===== config.mk =====
export PLATFORM = sky130hd
export DESIGN_NAME = lcd_bus_arbiter
export DESIGN_NICKNAME = d
export VERILOG_FILES = /design/src/rtl/lcd_bus_pkg.sv /design/src/rtl/lcd_rr_arbiter.sv /design/src/rtl/lcd_bus_arbiter.sv
export SDC_FILE = /design/constraint.sdc
export NUM_CORES = 1
export LEC_CHECK = 0
export CAP_MARGIN = 20
export CORE_MARGIN = 3
export CORE_UTILIZATION = 46
export DETAILED_ROUTE_END_ITERATION = 7
export GPL_ROUTABILITY_DRIVEN = 0
export PLACE_DENSITY = 0.88
export RECOVER_POWER = 100
export SLEW_MARGIN = 20
export SYNTH_ARGS = -nofsm -noshare
export SYNTH_HDL_FRONTEND = slang
export SYNTH_SLANG_ARGS = --single-unit
export TNS_END_PERCENT = 100

===== constraint.sdc =====
create_clock -name clk -period 3.1 [get_ports clk]
set_input_delay 0.31 -clock clk [delete_from_list [all_inputs] [get_ports clk]]
set_output_delay 0.31 -clock clk [all_outputs]
set_load 0.01 [all_outputs]

===== src/rtl/lcd_bus_pkg.sv =====
// Shared types and pin reset levels for the HX8352 parallel LCD bus blocks.
package lcd_bus_pkg;
  localparam int LCD_DATA_W = 16;

  localparam logic LCD_WR_IDLE = 1'b1;
  localparam logic LCD_CS_IDLE = 1'b1;
  localparam logic LCD_RD_IDLE = 1'b1;
  localparam logic LCD_RS_RST  = 1'b0;
  localparam logic [LCD_DATA_W-1:0] LCD_DATA_RST = '0;

  typedef enum logic [2:0] {
    ST_IDLE,
    ST_WAIT,
    ST_WR_LO,
    ST_WR_HI,
    ST_RELEASE
  } arb_state_e;
endpackage


===== src/rtl/lcd_rr_arbiter.sv =====
// Combinational round-robin select: searches upward from ptr+1 with wrap,
// so the last granted index has the lowest priority.
module lcd_rr_arbiter #(
  parameter int NUM_REQ = 3,
  parameter int PTR_W   = 2
) (
  input  logic [NUM_REQ-1:0] req,
  input  logic [PTR_W-1:0]   ptr,
  output logic [NUM_REQ-1:0] winner,
  output logic               found
);
  always_comb begin
    winner = '0;
    found  = 1'b0;
    for (int k = 1; k <= NUM_REQ; k++) begin
      if (!found && req[(int'(ptr) + k) % NUM_REQ]) begin
        winner[(int'(ptr) + k) % NUM_REQ] = 1'b1;
        found = 1'b1;
      end
    end
  end
endmodule


===== src/rtl/lcd_bus_arbiter.sv =====
// Round-robin burst arbiter and CS/RS/WR sequencer for the shared HX8352 bus.
// Optional owner-stall abort is enabled with LCD_ARB_TIMEOUT_EN.
module lcd_bus_arbiter import lcd_bus_pkg::*; #(
  parameter int NUM_REQ     = 3,
  parameter int WR_LOW_CYC  = 2,
  parameter int WR_HIGH_CYC = 2,
  parameter int TIMEOUT_CYC = 1024
) (
  input  logic                           clk,
  input  logic                           n_rst,
  input  logic [NUM_REQ-1:0]             req,
  input  logic [NUM_REQ-1:0]             req_valid,
  input  logic [NUM_REQ-1:0]             req_rs,
  input  logic [LCD_DATA_W*NUM_REQ-1:0]  req_data,
  input  logic [NUM_REQ-1:0]             req_last,
  output logic [NUM_REQ-1:0]             req_ready,
  output logic [NUM_REQ-1:0]             grant,
  output logic                           busy,
  output logic                           timeout_err,
  output logic [LCD_DATA_W-1:0]          lcd_data,
  output logic                           lcd_rs,
  output logic                           lcd_wr,
  output logic                           lcd_cs,
  output logic                           lcd_rd
);
  localparam int PTR_W   = (NUM_REQ > 1) ? $clog2(NUM_REQ) : 1;
  localparam int STB_MAX = (WR_LOW_CYC > WR_HIGH_CYC) ? WR_LOW_CYC : WR_HIGH_CYC;
  localparam int CNT_W   = $clog2(STB_MAX + 1);
  localparam logic [CNT_W-1:0] LO_LOAD = CNT_W'(WR_LOW_CYC - 1);
  localparam logic [CNT_W-1:0] HI_LOAD = CNT_W'(WR_HIGH_CYC - 1);

  arb_state_e               state_q, state_d;
  logic [NUM_REQ-1:0]       grant_q, grant_d;
  logic [NUM_REQ-1:0]       ready_q, ready_d;
  logic [PTR_W-1:0]         owner_q, owner_d;
  logic [PTR_W-1:0]         ptr_q, ptr_d;
  logic [LCD_DATA_W-1:0]    data_q, data_d;
  logic                     rs_q, rs_d;
  logic                     last_q, last_d;
  logic                     wr_q, wr_d;
  logic                     cs_q, cs_d;
  logic [CNT_W-1:0]         cnt_q, cnt_d;

  logic [NUM_REQ-1:0]       winner;
  logic                     found;
  logic [PTR_W-1:0]         win_idx;

  lcd_rr_arbiter #(.NUM_REQ(NUM_REQ), .PTR_W(PTR_W)) u_rr (
    .req    (req),
    .ptr    (ptr_q),
    .winner (winner),
    .found  (found)
  );

`ifdef LCD_ARB_TIMEOUT_EN
  localparam int TO_W = $clog2(TIMEOUT_CYC + 1);
  localparam logic [TO_W-1:0] TO_LAST = TO_W'(TIMEOUT_CYC - 1);
  logic [TO_W-1:0] to_cnt_q, to_cnt_d;
  logic            tout_q, tout_d;
`endif

  always_comb begin
    win_idx = '0;
    for (int i = 0; i < NUM_REQ; i++)
      if (winner[i]) win_idx = PTR_W'(i);
  end

  always_comb begin
    state_d = state_q;
    grant_d = grant_q;
    ready_d = '0;
    owner_d = owner_q;
    ptr_d   = ptr_q;
    data_d  = data_q;
    rs_d    = rs_q;
    last_d  = last_q;
    cs_d    = cs_q;
    cnt_d   = cnt_q;
    // WR follows the state by one cycle, giving one cycle of data setup.
    wr_d    = (state_q != ST_WR_LO);
`ifdef LCD_ARB_TIMEOUT_EN
    to_cnt_d = to_cnt_q;
    tout_d   = 1'b0;
`endif
    case (state_q)
      ST_IDLE: begin
        if (found) begin
          grant_d = winner;
          owner_d = win_idx;
          cs_d    = 1'b0;
          state_d = ST_WAIT;
`ifdef LCD_ARB_TIMEOUT_EN
          to_cnt_d = '0;
`endif
        end
      end
      ST_WAIT: begin
        if (req_valid[owner_q]) begin
          ready_d[owner_q] = 1'b1;
          data_d  = req_data[int'(owner_q)*LCD_DATA_W +: LCD_DATA_W];
          rs_d    = req_rs[owner_q];
          last_d  = req_last[owner_q];
          cnt_d   = LO_LOAD;
          state_d = ST_WR_LO;
`ifdef LCD_ARB_TIMEOUT_EN
          to_cnt_d = '0;
        end else if (to_cnt_q == TO_LAST) begin
          tout_d  = 1'b1;
          grant_d = '0;
          cs_d    = 1'b1;
          state_d = ST_RELEASE;
        end else begin
          to_cnt_d = to_cnt_q + 1'b1;
`endif
        end
      end
      ST_WR_LO: begin
        if (cnt_q == '0) begin
          cnt_d   = HI_LOAD;
          state_d = ST_WR_HI;
        end else begin
          cnt_d = cnt_q - 1'b1;
        end
      end
      ST_WR_HI: begin
        if (cnt_q != '0) begin
          cnt_d = cnt_q - 1'b1;
        end else if (last_q) begin
          grant_d = '0;
          cs_d    = 1'b1;
          state_d = ST_RELEASE;
        end else begin
          state_d = ST_WAIT;
`ifdef LCD_ARB_TIMEOUT_EN
          to_cnt_d = '0;
`endif
        end
      end
      ST_RELEASE: begin
        ptr_d   = owner_q;
        state_d = ST_IDLE;
      end
      default: state_d = ST_IDLE;
    endcase
  end

  always_ff @(posedge clk or negedge n_rst) begin
    if (!n_rst) begin
      state_q <= ST_IDLE;
      grant_q <= '0;
      ready_q <= '0;
      owner_q <= '0;
      ptr_q   <= PTR_W'(NUM_REQ - 1);
      data_q  <= LCD_DATA_RST;
      rs_q    <= LCD_RS_RST;
      last_q  <= 1'b0;
      wr_q    <= LCD_WR_IDLE;
      cs_q    <= LCD_CS_IDLE;
      cnt_q   <= '0;
    end else begin
      state_q <= state_d;
      grant_q <= grant_d;
      ready_q <= ready_d;
      owner_q <= owner_d;
      ptr_q   <= ptr_d;
      data_q  <= data_d;
      rs_q    <= rs_d;
      last_q  <= last_d;
      wr_q    <= wr_d;
      cs_q    <= cs_d;
      cnt_q   <= cnt_d;
    end
  end

`ifdef LCD_ARB_TIMEOUT_EN
  always_ff @(posedge clk or negedge n_rst) begin
    if (!n_rst) begin
      to_cnt_q <= '0;
      tout_q   <= 1'b0;
    end else begin
      to_cnt_q <= to_cnt_d;
      tout_q   <= tout_d;
    end
  end
  assign timeout_err = tout_q;
`else
  assign timeout_err = 1'b0;
`endif

  assign req_ready = ready_q;
  assign grant     = grant_q;
  assign busy      = |grant_q;
  assign lcd_data  = data_q;
  assign lcd_rs    = rs_q;
  assign lcd_wr    = wr_q;
  assign lcd_cs    = cs_q;
  assign lcd_rd    = LCD_RD_IDLE;
endmodule


==> results.tsv <==
stage	metric	value	unit
sta	slew at the pin with the worst max-slew slack	1.83	ns
power_and_ir_drop	Sw Ratio	0.405	
clock_network	Inserted Clock Buffers	5	
placement	count of input and output buffers	87	
synthesis	asr flop ratio synth	1.00	
die	chip width	73.9	um
sta	Slew headroom	-0.217	
setup_path	crit path max fanout	37	
die	die area	0.00546	sq mm
sta	Fin Setup TNS	0	ns
clock_network	H-Tree Depth	2	
setup_path	delay-heaviest family, CP	buffers and inverters	
power_and_ir_drop	Reg power frac	0.319	
clock_network	setup bufs post-CTS	0	
grt	largest net degree at the start of global routing	38	
setup_path	Max stage delay cell, worst path	clkbuf_1	
clock_network	CTS clock-pin slew for the worst setup and hold paths	0.08	ns
clock_network	clk sinks	35	
setup_path	CP Class	flop to flop	
finish	diodes inserted	0	
setup_path	FF-to-FF End	lcd_data[11]	
synthesis	Mapped Avg Cell Area	8.76	sq um
route	wire per inst	14.6	um
setup_path	CP Capture Type	flop	
route	initial DRC count	124	
power_and_ir_drop	Peak VDD IR	0.000502	V
sta	RSZ-0062 raised after global routing	false	
sta	Layout Skew	0.00938	ns
synthesis	post-synth top area cell	dfrtp_1	
power_and_ir_drop	Int Power	1.57	mW
sta	fmax	408	MHz
power_and_ir_drop	Comb power frac	0.527	
synthesis	#FFs+latches synth	35	
hold_path	Hold Path Class	flop to flop	
clock_network	number of gates resized after cts	0	
die	IO Pins	90	
sta	Final Critical Period	2.45	ns
sta	Slew Limit Fails	36	
finish	final net count	392	
finish	most frequent cells in the layout	clkdlybuf4s50_1 (60), nor2_1 (43), a21oi_1 (39)	
die	# rows	24	
synthesis	Yosys top cell area share	0.378	
power_and_ir_drop	Power Density	854	mW/mm^2
die	total core area	0.00441	sq mm
sta	Final setup viols	0	
grt	vias in the first global route	1819	
route	routed vias/inst	5.25	
setup_path	CP Depth	7	
synthesis	YS warnings	0	
finish	most common cell after layout, fill and taps aside	clkdlybuf4s50_1	
job	MaxCap Viol Count	1	
synthesis	Yosys cell types	39	
grt	global route total overflow	0	
route	DRC	0	
setup_path	Critical Path AT	2.65	ns
power_and_ir_drop	clock share of power	0.155	
clock_network	CTS tree	done	
setup_path	CP Launch Type	flop	
setup_path	crit path cell chain	clkbuf_1, nor2b_1, o2bb2ai_1, and3_1, buf_4, nor2_1, a21oi_1	
synthesis	Mapped Area	0.00212	sq mm
setup_path	Setup crit start	owner_q[1]	
synthesis	sequential-to-total area share from yosys stat	0.415	
grt	first-pass GRT wire length	8340	um
setup_path	Worst Setup EP	lcd_data[11]	
power_and_ir_drop	Leakage	1.33	nW
clock_network	Clock Latency Late Sink	0.28	ns
route	TritonRoute pass-1 iters	4	
setup_path	CP peak stage delay	0.59	ns
route	final WL	5510	um
outcome	status	finished with violations	
synthesis	commonest register cell after synthesis	dfrtp_1	
outcome	failing checks	capacitance limit, slew limit	
route	via count	1980	
sta	Hold WS	0.460	ns
synthesis	leading post-synthesis cells by cell area	dfrtp_1 (38%), mux2i_1 (11%), a21oi_1 (9.2%), nor2_1 (7.6%), dfstp_2 (3.7%)	
grt	antenna violations before repair	0	
setup_path	worst r2r src	owner_q[1]	
clock_network	CTS Hold Bufs	0	
clock_network	root buffer cell	clkbuf_8	
die	Die Y	73.9	um
setup_path	WP data required	3.30	ns
finish	layout cells sized above 1	0.0523	
synthesis	synthesized net count	310	
die	Initial Utilization	0.480	
finish	Area Growth Syn to Fin	45.4	%
sta	endpoints failing hold	0	
route	Final ANT Viol Nets	0	
setup_path	Reg2Reg Depth	7	
power_and_ir_drop	sw power	1.07	mW
sta	crit share post-route	0.791	
synthesis	count of flip-flops with a built-in enable after synthesis	0	
setup_path	worst path bufs/invs	2	
synthesis	Cells after Synth	242	
setup_path	R2R Setup Slk	0.65	ns
clock_network	CTS max path bufs	2	
placement	DP HPWL	4290	um
grt	global-route usage over all layers	0.199	
## how the worst min path moves through the flow
stage / startpoint / cells after the start / to / slack (ns)
after floorplan: n_rst / 0 / cnt_q[0] / 0.01
after global placement: lcd_cs / 2 / lcd_cs / 0.45
after detailed placement: lcd_cs / 2 / lcd_cs / 0.45
after CTS: n_rst / 2 / lcd_data[12] / 0.44
after global routing: lcd_cs / 2 / lcd_cs / 0.49
final: lcd_cs / 2 / lcd_cs / 0.46
## logic make-up after synthesis
kind of cell | count (synthesis) | synth area share
other | 2 | 0.00354
multiplexers | 26 | 0.124
adder cells (fa/ha/maj) | 6 | 0.0354
buffers and inverters | 25 | 0.0661
AND/OR/NAND/NOR | 89 | 0.190
flip-flops | 35 | 0.415
AO/OA/AOI/OAI | 59 | 0.166
## stage by stage
step | instance area (sq um) | util | std cells | total power [mW] | setup WS, ns
floorplan | 2120 | - | 242 | 1.75 | 1.14
global placement | 2980 | 0.676 | 369 | 2.26 | 0.999
detailed placement | 2980 | 0.676 | 369 | 2.31 | 0.914
CTS | 3100 | 0.702 | 377 | 2.73 | 0.912
global route | 3080 | 0.698 | 377 | 2.84 | 0.441
finish | 3080 | 0.698 | 377 | 2.63 | 0.647
## worst register-to-register path, delay by kind of cell (launching register included)
kind | cells | cell delay (ns)
and+or+nand+nor | 3 | 0.57
DFF | 1 | 0.49
AOI/OAI and AO/OA | 2 | 0.38
buffers and inverters | 2 | 0.93
## synthesized netlist by cell type (3+ instances only)
cell type,number
dfrtp_1,32
clkbuf_1,4
mux2i_1,24
nand3_1,8
inv_1,8
buf_4,5
o21ai_0,8
ha_1,6
dfstp_2,3
nor2b_1,3
nor2_1,43
nand2_1,19
a21oi_1,39
buf_6,3
buf_2,4
## routing by layer
layer  part of all wire  global-route usage  up-vias
li1                   -                   -      998
met1               0.40               0.248      925
met2               0.54               0.339       47
met3              0.037              0.0342       10
met4              0.021              0.0845        0
met5                  0                   0        -
## registers in the layout, summed over array words and instances (netlist names)
name       count
cnt_q          2
grant          3
last_q         1
lcd_cs         1
lcd_data      16
lcd_rs         1
lcd_wr         1
owner_q        2
ptr_q          2
req_ready      3
state_q        3
## layout make-up
type / count / area (sq um)
clock buffers: 5 / 68.8
clock inverters: 3 / 43.8
fillers: 335 / 1330
inverters: 8 / 30.0
multi-input cells: 182 / 1090
flip-flops and latches: 35 / 880
well taps: 52 / 65.1
repair buffers: 92 / 901
## power groups by stage
stage               clock network [mW]  registers, mW  logic, mW
floorplan                            0          0.843      0.911
global placement                     0          0.845       1.41
detailed placement                   0          0.855       1.46
CTS                              0.417          0.849       1.46
global route                     0.433          0.872       1.54
finish                           0.407          0.839       1.39
No activity file was read; power rests on OpenSTA's default activity.
